===== src/rtl/fetch_unit.sv =====
// -----------------------------------------------------------------------------
// fetch_unit
//   Instruction fetch stage. Generates the fetch PC, issues in-order word
//   requests to instruction memory, buffers returned words with their PC in a
//   small FIFO and presents one {instr, pc} per cycle to decode. Redirects from
//   execute flush the buffer and discard responses to requests already in flight.
//
// Ports
//   i_clk, i_rst_n              clock, asynchronous active-low reset
//   i_redirect, i_redirect_pc   taken branch/JALR pulse and its target
//   i_stall                     decode cannot accept this cycle
//   o_imem_req, o_imem_addr     fetch request and word address
//   i_imem_gnt                  request accepted this cycle
//   i_imem_rvalid, i_imem_rdata in-order response, one per grant, latency >= 1
//   o_valid, o_instr, o_pc      instruction presented to decode
//   o_pc_plus4                  o_pc + 4 (wraps)
//   o_fsm_drain                 debug: 1 while in DRAIN, 0 in FETCH
//
// Handshakes
//   Memory side: a request transfers on a cycle where o_imem_req && i_imem_gnt;
//   o_imem_addr is held until that happens. Responses are never back-pressured.
//   Decode side: an entry transfers on a cycle where o_valid && !i_stall;
//   o_instr/o_pc are held while o_valid && i_stall.
// -----------------------------------------------------------------------------
module fetch_unit #(
   parameter int unsigned     XLEN       = 32,
   parameter logic [XLEN-1:0] RESET_PC   = '0,
   parameter int unsigned     FIFO_DEPTH = 2
) (
   input  logic            i_clk,
   input  logic            i_rst_n,
   input  logic            i_redirect,
   input  logic [XLEN-1:0] i_redirect_pc,
   input  logic            i_stall,
   output logic            o_imem_req,
   output logic [XLEN-1:0] o_imem_addr,
   input  logic            i_imem_gnt,
   input  logic            i_imem_rvalid,
   input  logic [31:0]     i_imem_rdata,
   output logic            o_valid,
   output logic [31:0]     o_instr,
   output logic [XLEN-1:0] o_pc,
   output logic [XLEN-1:0] o_pc_plus4,
   output logic            o_fsm_drain
);

   localparam int unsigned CW = $clog2(FIFO_DEPTH + 1);
   localparam int unsigned PW = $clog2(FIFO_DEPTH);
   localparam logic [CW:0] DEPTH_C = (CW + 1)'(FIFO_DEPTH);

   typedef enum logic {
      S_FETCH = 1'b0,
      S_DRAIN = 1'b1
   } state_t;

   state_t            state, state_n;
   logic [XLEN-1:0]   fetch_pc, fetch_pc_n;
   logic [XLEN-1:0]   resp_pc, resp_pc_n;
   logic [XLEN-1:0]   redir_aligned;
   logic [CW-1:0]     outstanding, outstanding_n;
   logic [CW-1:0]     discard, discard_n;
   logic [CW-1:0]     count, count_n;
   logic [PW-1:0]     wr_ptr, wr_ptr_n, rd_ptr, rd_ptr_n;
   logic              req_q, req_n;
   logic              grant, pop, push;
   logic [31:0]       fifo_instr [FIFO_DEPTH];
   logic [XLEN-1:0]   fifo_pc    [FIFO_DEPTH];

   always_comb begin
      grant         = req_q & i_imem_gnt;
      pop           = (count != '0) & ~i_stall;
      // Responses only land in the FIFO once every stale one has been dropped.
      push          = i_imem_rvalid & ~i_redirect & (discard == '0);
      redir_aligned = i_redirect_pc & ~(XLEN'(3));
      outstanding_n = outstanding + CW'(grant) - CW'(i_imem_rvalid);

      fetch_pc_n = fetch_pc;
      resp_pc_n  = resp_pc;
      discard_n  = discard;
      count_n    = count;
      wr_ptr_n   = wr_ptr;
      rd_ptr_n   = rd_ptr;
      state_n    = state;

      if (i_redirect) begin
         // Everything still in flight after this cycle belongs to the old path,
         // including a request granted now; a same-cycle response is dropped.
         fetch_pc_n = redir_aligned;
         resp_pc_n  = redir_aligned;
         discard_n  = outstanding_n;
         count_n    = '0;
         wr_ptr_n   = '0;
         rd_ptr_n   = '0;
         state_n    = (outstanding_n != '0) ? S_DRAIN : S_FETCH;
      end else begin
         if (grant) begin
            fetch_pc_n = fetch_pc + XLEN'(4);
         end
         if (i_imem_rvalid && (discard != '0)) begin
            discard_n = discard - CW'(1);
         end
         if (push) begin
            resp_pc_n = resp_pc + XLEN'(4);
            wr_ptr_n  = wr_ptr + PW'(1);
         end
         if (pop) begin
            rd_ptr_n = rd_ptr + PW'(1);
         end
         count_n = count + CW'(push) - CW'(pop);
         if ((state == S_DRAIN) && (discard == '0)) begin
            state_n = S_FETCH;
         end
      end

      // Request is registered: evaluated on next-cycle occupancy so that it is
      // low during reset and every granted word is guaranteed a FIFO slot.
      req_n = (state_n == S_FETCH) &&
              (({1'b0, outstanding_n} + {1'b0, count_n}) < DEPTH_C);
   end

   always_ff @(posedge i_clk or negedge i_rst_n) begin
      if (!i_rst_n) begin
         state       <= S_FETCH;
         fetch_pc    <= RESET_PC & ~(XLEN'(3));
         resp_pc     <= RESET_PC & ~(XLEN'(3));
         outstanding <= '0;
         discard     <= '0;
         count       <= '0;
         wr_ptr      <= '0;
         rd_ptr      <= '0;
         req_q       <= 1'b0;
         for (int i = 0; i < FIFO_DEPTH; i++) begin
            fifo_instr[i] <= '0;
            fifo_pc[i]    <= '0;
         end
      end else begin
         state       <= state_n;
         fetch_pc    <= fetch_pc_n;
         resp_pc     <= resp_pc_n;
         outstanding <= outstanding_n;
         discard     <= discard_n;
         count       <= count_n;
         wr_ptr      <= wr_ptr_n;
         rd_ptr      <= rd_ptr_n;
         req_q       <= req_n;
         if (push) begin
            fifo_instr[wr_ptr] <= i_imem_rdata;
            fifo_pc[wr_ptr]    <= resp_pc;
         end
      end
   end

   assign o_imem_req  = req_q;
   assign o_imem_addr = fetch_pc;
   assign o_valid     = (count != '0);
   assign o_instr     = fifo_instr[rd_ptr];
   assign o_pc        = fifo_pc[rd_ptr];
   assign o_pc_plus4  = fifo_pc[rd_ptr] + XLEN'(4);
   assign o_fsm_drain = (state == S_DRAIN);

endmodule


===== config.mk =====
export PLATFORM = sky130hd
export DESIGN_NAME = fetch_unit
export DESIGN_NICKNAME = d
export VERILOG_FILES = /design/src/rtl/fetch_unit.sv
export SDC_FILE = /design/constraint.sdc
export NUM_CORES = 1
export LEC_CHECK = 0
export ABC_CLOCK_PERIOD_IN_PS = 5860
export CAP_MARGIN = 20
export CORE_ASPECT_RATIO = 0.8
export CORE_UTILIZATION = 30
export DETAILED_ROUTE_END_ITERATION = 8
export SETUP_SLACK_MARGIN = 0.5
export SYNTH_ARGS = -nofsm -noshare
export SYNTH_HDL_FRONTEND = slang
export SYNTH_SLANG_ARGS = --single-unit

===== constraint.sdc =====
create_clock -name i_clk -period 5.86 [get_ports i_clk]
set_input_delay 1.172 -clock i_clk [delete_from_list [all_inputs] [get_ports i_clk]]
set_output_delay 1.172 -clock i_clk [all_outputs]
set_load 0.005 [all_outputs]

[After elaboration in Yosys (flattened, before gate mapping)]
Index checks and enable logic that the tools add are counted.
Operators by class
  add/subtract/negate cells: 11
  magnitude comparators: 4
  mux-type cells: 24
  bitwise logic cells: 9
  reductions and logical operators: 12
Operators by type and width (count)
  2-to-1 mux 32 bit: 11
  bitwise mux 64 bit: 2
  adder 32 x 3 -> 32 bit (second input constant): 3
  demux 32 bit (select 1 bit): 1
  nonzero test 2 bit: 7
  2-to-1 mux 1 bit: 7
  2-to-1 mux 2 bit: 3
  adder 2 x 1 -> 2 bit: 2
  AND 1 bit: 4
  greater-or-equal comparator 2 bit (second input constant): 2
  logical AND 1 bit: 4
  NOT 1 -> 2 bit: 2
  subtractor 2 x 1 -> 2 bit: 2
  adder 2 x 2 -> 3 bit: 1
  < comparator 3 x 2 -> 1 bit (second input constant): 1
  NOT 1 bit: 3
  adder 1 bit (second input constant): 2
  zero test 2 bit: 1
  < comparator 2 x 1 -> 1 bit (second input constant): 1
  subtractor 2 x 1 -> 2 bit (second input constant): 1
Storage, ports and cells
  flip-flop bits (word level): 202
  input bits: 70
  output and inout port bits: 131
  logic and storage cells: 73

[Longest topological paths before layout]
  word-level depth: 9
  mapped depth: 12

[Least setup slack after synthesis]
OpenSTA, ideal clock, no wires.
  kind: flip-flop to output port
  start: register rd_ptr
  end: output port o_pc_plus4[8]
  data arrival time: 2.475 ns
  setup slack: 2.213 ns
  cell stages (with the launch flop): 13
  buffers on the path: 5
  cells stage by stage: dfrtp_1 > buf_4 > buf_4 > clkbuf_1 > buf_2 > mux2i_1 > inv_1 > ha_1 > a21boi_1 > buf_2 > a21oi_1 > o22ai_1 > a211oi_1
On the way
  cells in the longest elaborated chain, start to end: 5
RTL lines
  start, declared: RTL line 63  | logic [PW-1:0] wr_ptr, wr_ptr_n, rd_ptr, rd_ptr_n;
  start signal, assigned: RTL line 144  | rd_ptr <= rd_ptr_n;
  NOT 1 -> 2 bit
  2-to-1 mux 32 bit (3 in a row)
  named net o_pc[2]: RTL line 42  | output logic [XLEN-1:0] o_pc,
  adder 32 x 3 -> 32 bit: RTL line 158  | assign o_pc_plus4 = fifo_pc[rd_ptr] + XLEN'(4);
  end, declared: RTL line 43  | output logic [XLEN-1:0] o_pc_plus4,
The timed path passes the listed nets, and every way through them passes these cells. The select of a mux whose other input is x is not followed.

[Worst setup path in the final report]
  start: register rd_ptr
  end: output port o_pc_plus4[31]
On the way
  cells in the longest elaborated chain, start to end: 5
RTL lines (RTL line)
  NOT 1 -> 2 bit (not written as such): 158
  2-to-1 mux 32 bit (not written as such) (3 in a row): 158
  adder 32 x 3 -> 32 bit: 158
Every way passes these cells. The select of a mux whose other input is x is not followed.

==> out/metrics.yaml <==
p_switching_uw: 1899
core_area_um2: 32780
crit_slowest_cell: "dfrtp_4"
status: "finished with violations"
fin_util: 0.3978
clockRootBuffer: "clkbuf_16"
fp.dieW_um: 206.8
pwr-share-clk: 0.208
sw_frac_of_total: 0.3116
internal_power_uw: 4194
synth.top_cells.by_area: "dfrtp_1 48%, mux2_2 24%, xnor2_1 4.9%"
pwr-share-seq: 0.363
drv_slew: 0
drc: 1
routed_wl_um: 25550
ant_nets: 0
dp_hpwl_um: 18200
post_drt_wl_per_cell_um: 17.60
ios: 201
fmax_mhz: 204.2
min_path_type: "register to register"
final_area_um2: 13040
clock_sinks: 194
pre_cts_ws_ns: 1.393
async_flop_share: 1.000
vias: 6939
gp_congestion: 0.7810
final_common_cell: "mux2_2"
relSlewSlack: 0.3223
drt-vias-per-instance: 4.779
synth_xor_area_frac: 0.07308
synth_enable_flop_cells: 0
grtUsageTotal: 0.1550
cts_made_buffers: 17
seqCellArea_um2: 4858
layout-drive-gt1-share: 0.2780
ys_seq_elements: 194
synth_cell_type_count: 53
grt_pass1_wl_um: 41190
fin_crit_sh: 0.8359
dieArea_um2: 34300
rsz0062_at_grt: "false"
grt_max_degree: 116
violations: "design-rule violations"
max-vdd-ir-drop_uv: 255.5
critPathMaxFanout: 40
slowest_delay_ns: 0.74
cts-htree-levels: 4
fin_cells: 1452
insertedDiodeCount: 0
multiInputGateArea_um2: 4952
path_class: "register to output port"
ys.flop_type: "dfrtp_1"
cellPowerDensity_nw_per_um2: 467.4
synth_top_family_by_area: "multiplexers"
setup_viol: 0
worst_setup_path_start_kind: "register"
crit_chain: "buf_4 -> nand3_1 -> a22oi_2 -> nand4_2 -> nor3_2 -> xor2_1 -> clkdlybuf4s50_1"
area_delta_synth_final_pct: 29.51
final_cell_mix: "214 x mux2_2, 193 x dfrtp_1, 191 x clkdlybuf4s50_1"
post_cts_buffers: 0
synth_simple_gate_area_frac: 0.1192
first_pass_iters: 8
drv_cap: 0
dpl.cell_count: 1419
syn_avg_cell_area_um2: 12.14
grt_pass1_vias: 7246
nNetsFinal: 1091
cts_resized: 0
cts_buffer_depth: 2
cts_tree: "done"
period_minus_slack_ns: 4.898
die_h_um: 165.8
clock_latency_ns: 0.44
clock_skew_ns: 0.01067
tightest_slew_ns: 1.017
synth_top_area_frac: 0.4822
portBuffers: 192
synth_area_um2: 10070
worstSetupEndpointType: "output port"
tns_ns: 0
synthCells: 829
clk_pin_slew_ns: 0.07
overflow: 0
worstPathRequired_ns: 4.69
finalHoldViolCount: 0
yosysWarnings: 0
worst_slack_ns: 0.9617
pwr-share-comb: 0.429
yosysSeqAreaShare: 0.4822
yosysTopAreaCell: "dfrtp_1"
start_util: 0.3071
power.leakage_uw: 0.005285
synth-compound-area-share: 0.03443
synthAdderAreaFrac: 0.01193
std_cell_rows: 59
crit_arrival_ns: 3.73
holdBufCountCts: 0
antenna_found_initial: 0
num-fill-cells: 3187
drt-initial-drc-count: 234
synth_mux_area_frac: 0.2503
placed_area_um2: 12410
[worst max-delay path: cells and delay by family, from the launching register on]
kind	cells	cell delay (ns)
simple gates	3	0.80
flops	1	0.74
compound gates	1	0.53
buf+inv	2	1.05
xor+xnor	1	0.16
[synth_stat cells (3+ instances only)]
library cell	instances
a21boi_1	3
o22ai_1	3
clkbuf_1	7
nand3_4	3
a21oi_1	15
nand4b_1	5
inv_1	17
nand3_1	31
nor3_2	6
a31oi_1	7
and2_1	6
buf_4	9
and3_1	8
ha_1	8
mux2_2	214
xnor2_1	56
nor3_1	5
dfrtp_1	194
buf_2	25
or3_1	4
nand2_1	41
nor2_1	31
nand4_1	34
nand2b_1	6
xor2_1	28
mux2i_1	11
o21ai_0	13
and4_1	6
nor2_2	3
[power by group through the flow]
| stage | registers [uW] | logic, uW | clock network [uW] |
|---|---|---|---|
| 6_report | 2210 | 2620 | 1270 |
| 5_1_grt | 2290 | 2860 | 1360 |
| 4_1_cts | 2210 | 2670 | 1300 |
| 3_5_place_dp | 2240 | 2650 | 0 |
| 3_3_place_gp | 2210 | 2620 | 0 |
| 2_1_floorplan | 2090 | 1400 | 0 |
[final timing paths]
path	startpoint	endpoint	slack, ns	cells past startpoint
worst max-delay path	rd_ptr	o_pc_plus4[31]	0.96	7
worst min-delay path	fifo_pc[28]	fifo_pc[28]	0.49	2
worst max register to register	discard[0]	o_imem_req	3.10	11
worst min register to register	fifo_pc[28]	fifo_pc[28]	0.49	2
max in group asynchronous	i_rst_n	fifo_instr[13]	3.99	2
min in group asynchronous	i_rst_n	o_imem_addr[19]	0.81	1
[per-layer routing]
layer / GRT usage / share of wire / up-vias
met5: 0 / 0 / -
met4: 0.02951 / 0.0065 / 0
met3: 0.03591 / 0.039 / 8
met2: 0.2388 / 0.46 / 125
met1: 0.2219 / 0.50 / 3489
li1: - / - / 3317
[cells by family (layout without fill, tap and decap cells)]
group	Yosys count	after routing
other	1	6
AOI/OAI and AO/OA	52	52
buffers and inverters	59	250
muxes	225	225
xor gates and xnor gates	84	84
and+or+nand+nor	205	205
adders and majority gates	9	9
DFF	194	194
[flip-flops by register name, indices dropped and copies added, names as in the netlist]
name / flops
count: 2
o_imem_addr: 30
fifo_pc: 60
resp_pc: 30
wr_ptr: 1
discard: 2
rd_ptr: 1
o_fsm_drain: 1
o_imem_req: 1
outstanding: 2
fifo_instr: 64
[final cells by class]
class / instances / share of cell area
multi-input cells: 581 / 0.3798
flip-flops and latches: 194 / 0.3726
repair buffers: 201 / 0.1538
well taps: 427 / 0.04098
clock buffers: 19 / 0.03397
clock inverters: 13 / 0.01382
inverters: 17 / 0.004894
[stage by stage]
stage          power (uW)  hold WS, ns
5_1_grt              6513       0.5187
3_5_place_dp         4889       0.4744
2_1_floorplan        3490       0.4444
4_1_cts              6188       0.4907
6_report             6093       0.4888
3_3_place_gp         4835       0.4614
Power figures use the tool's default switching activity.
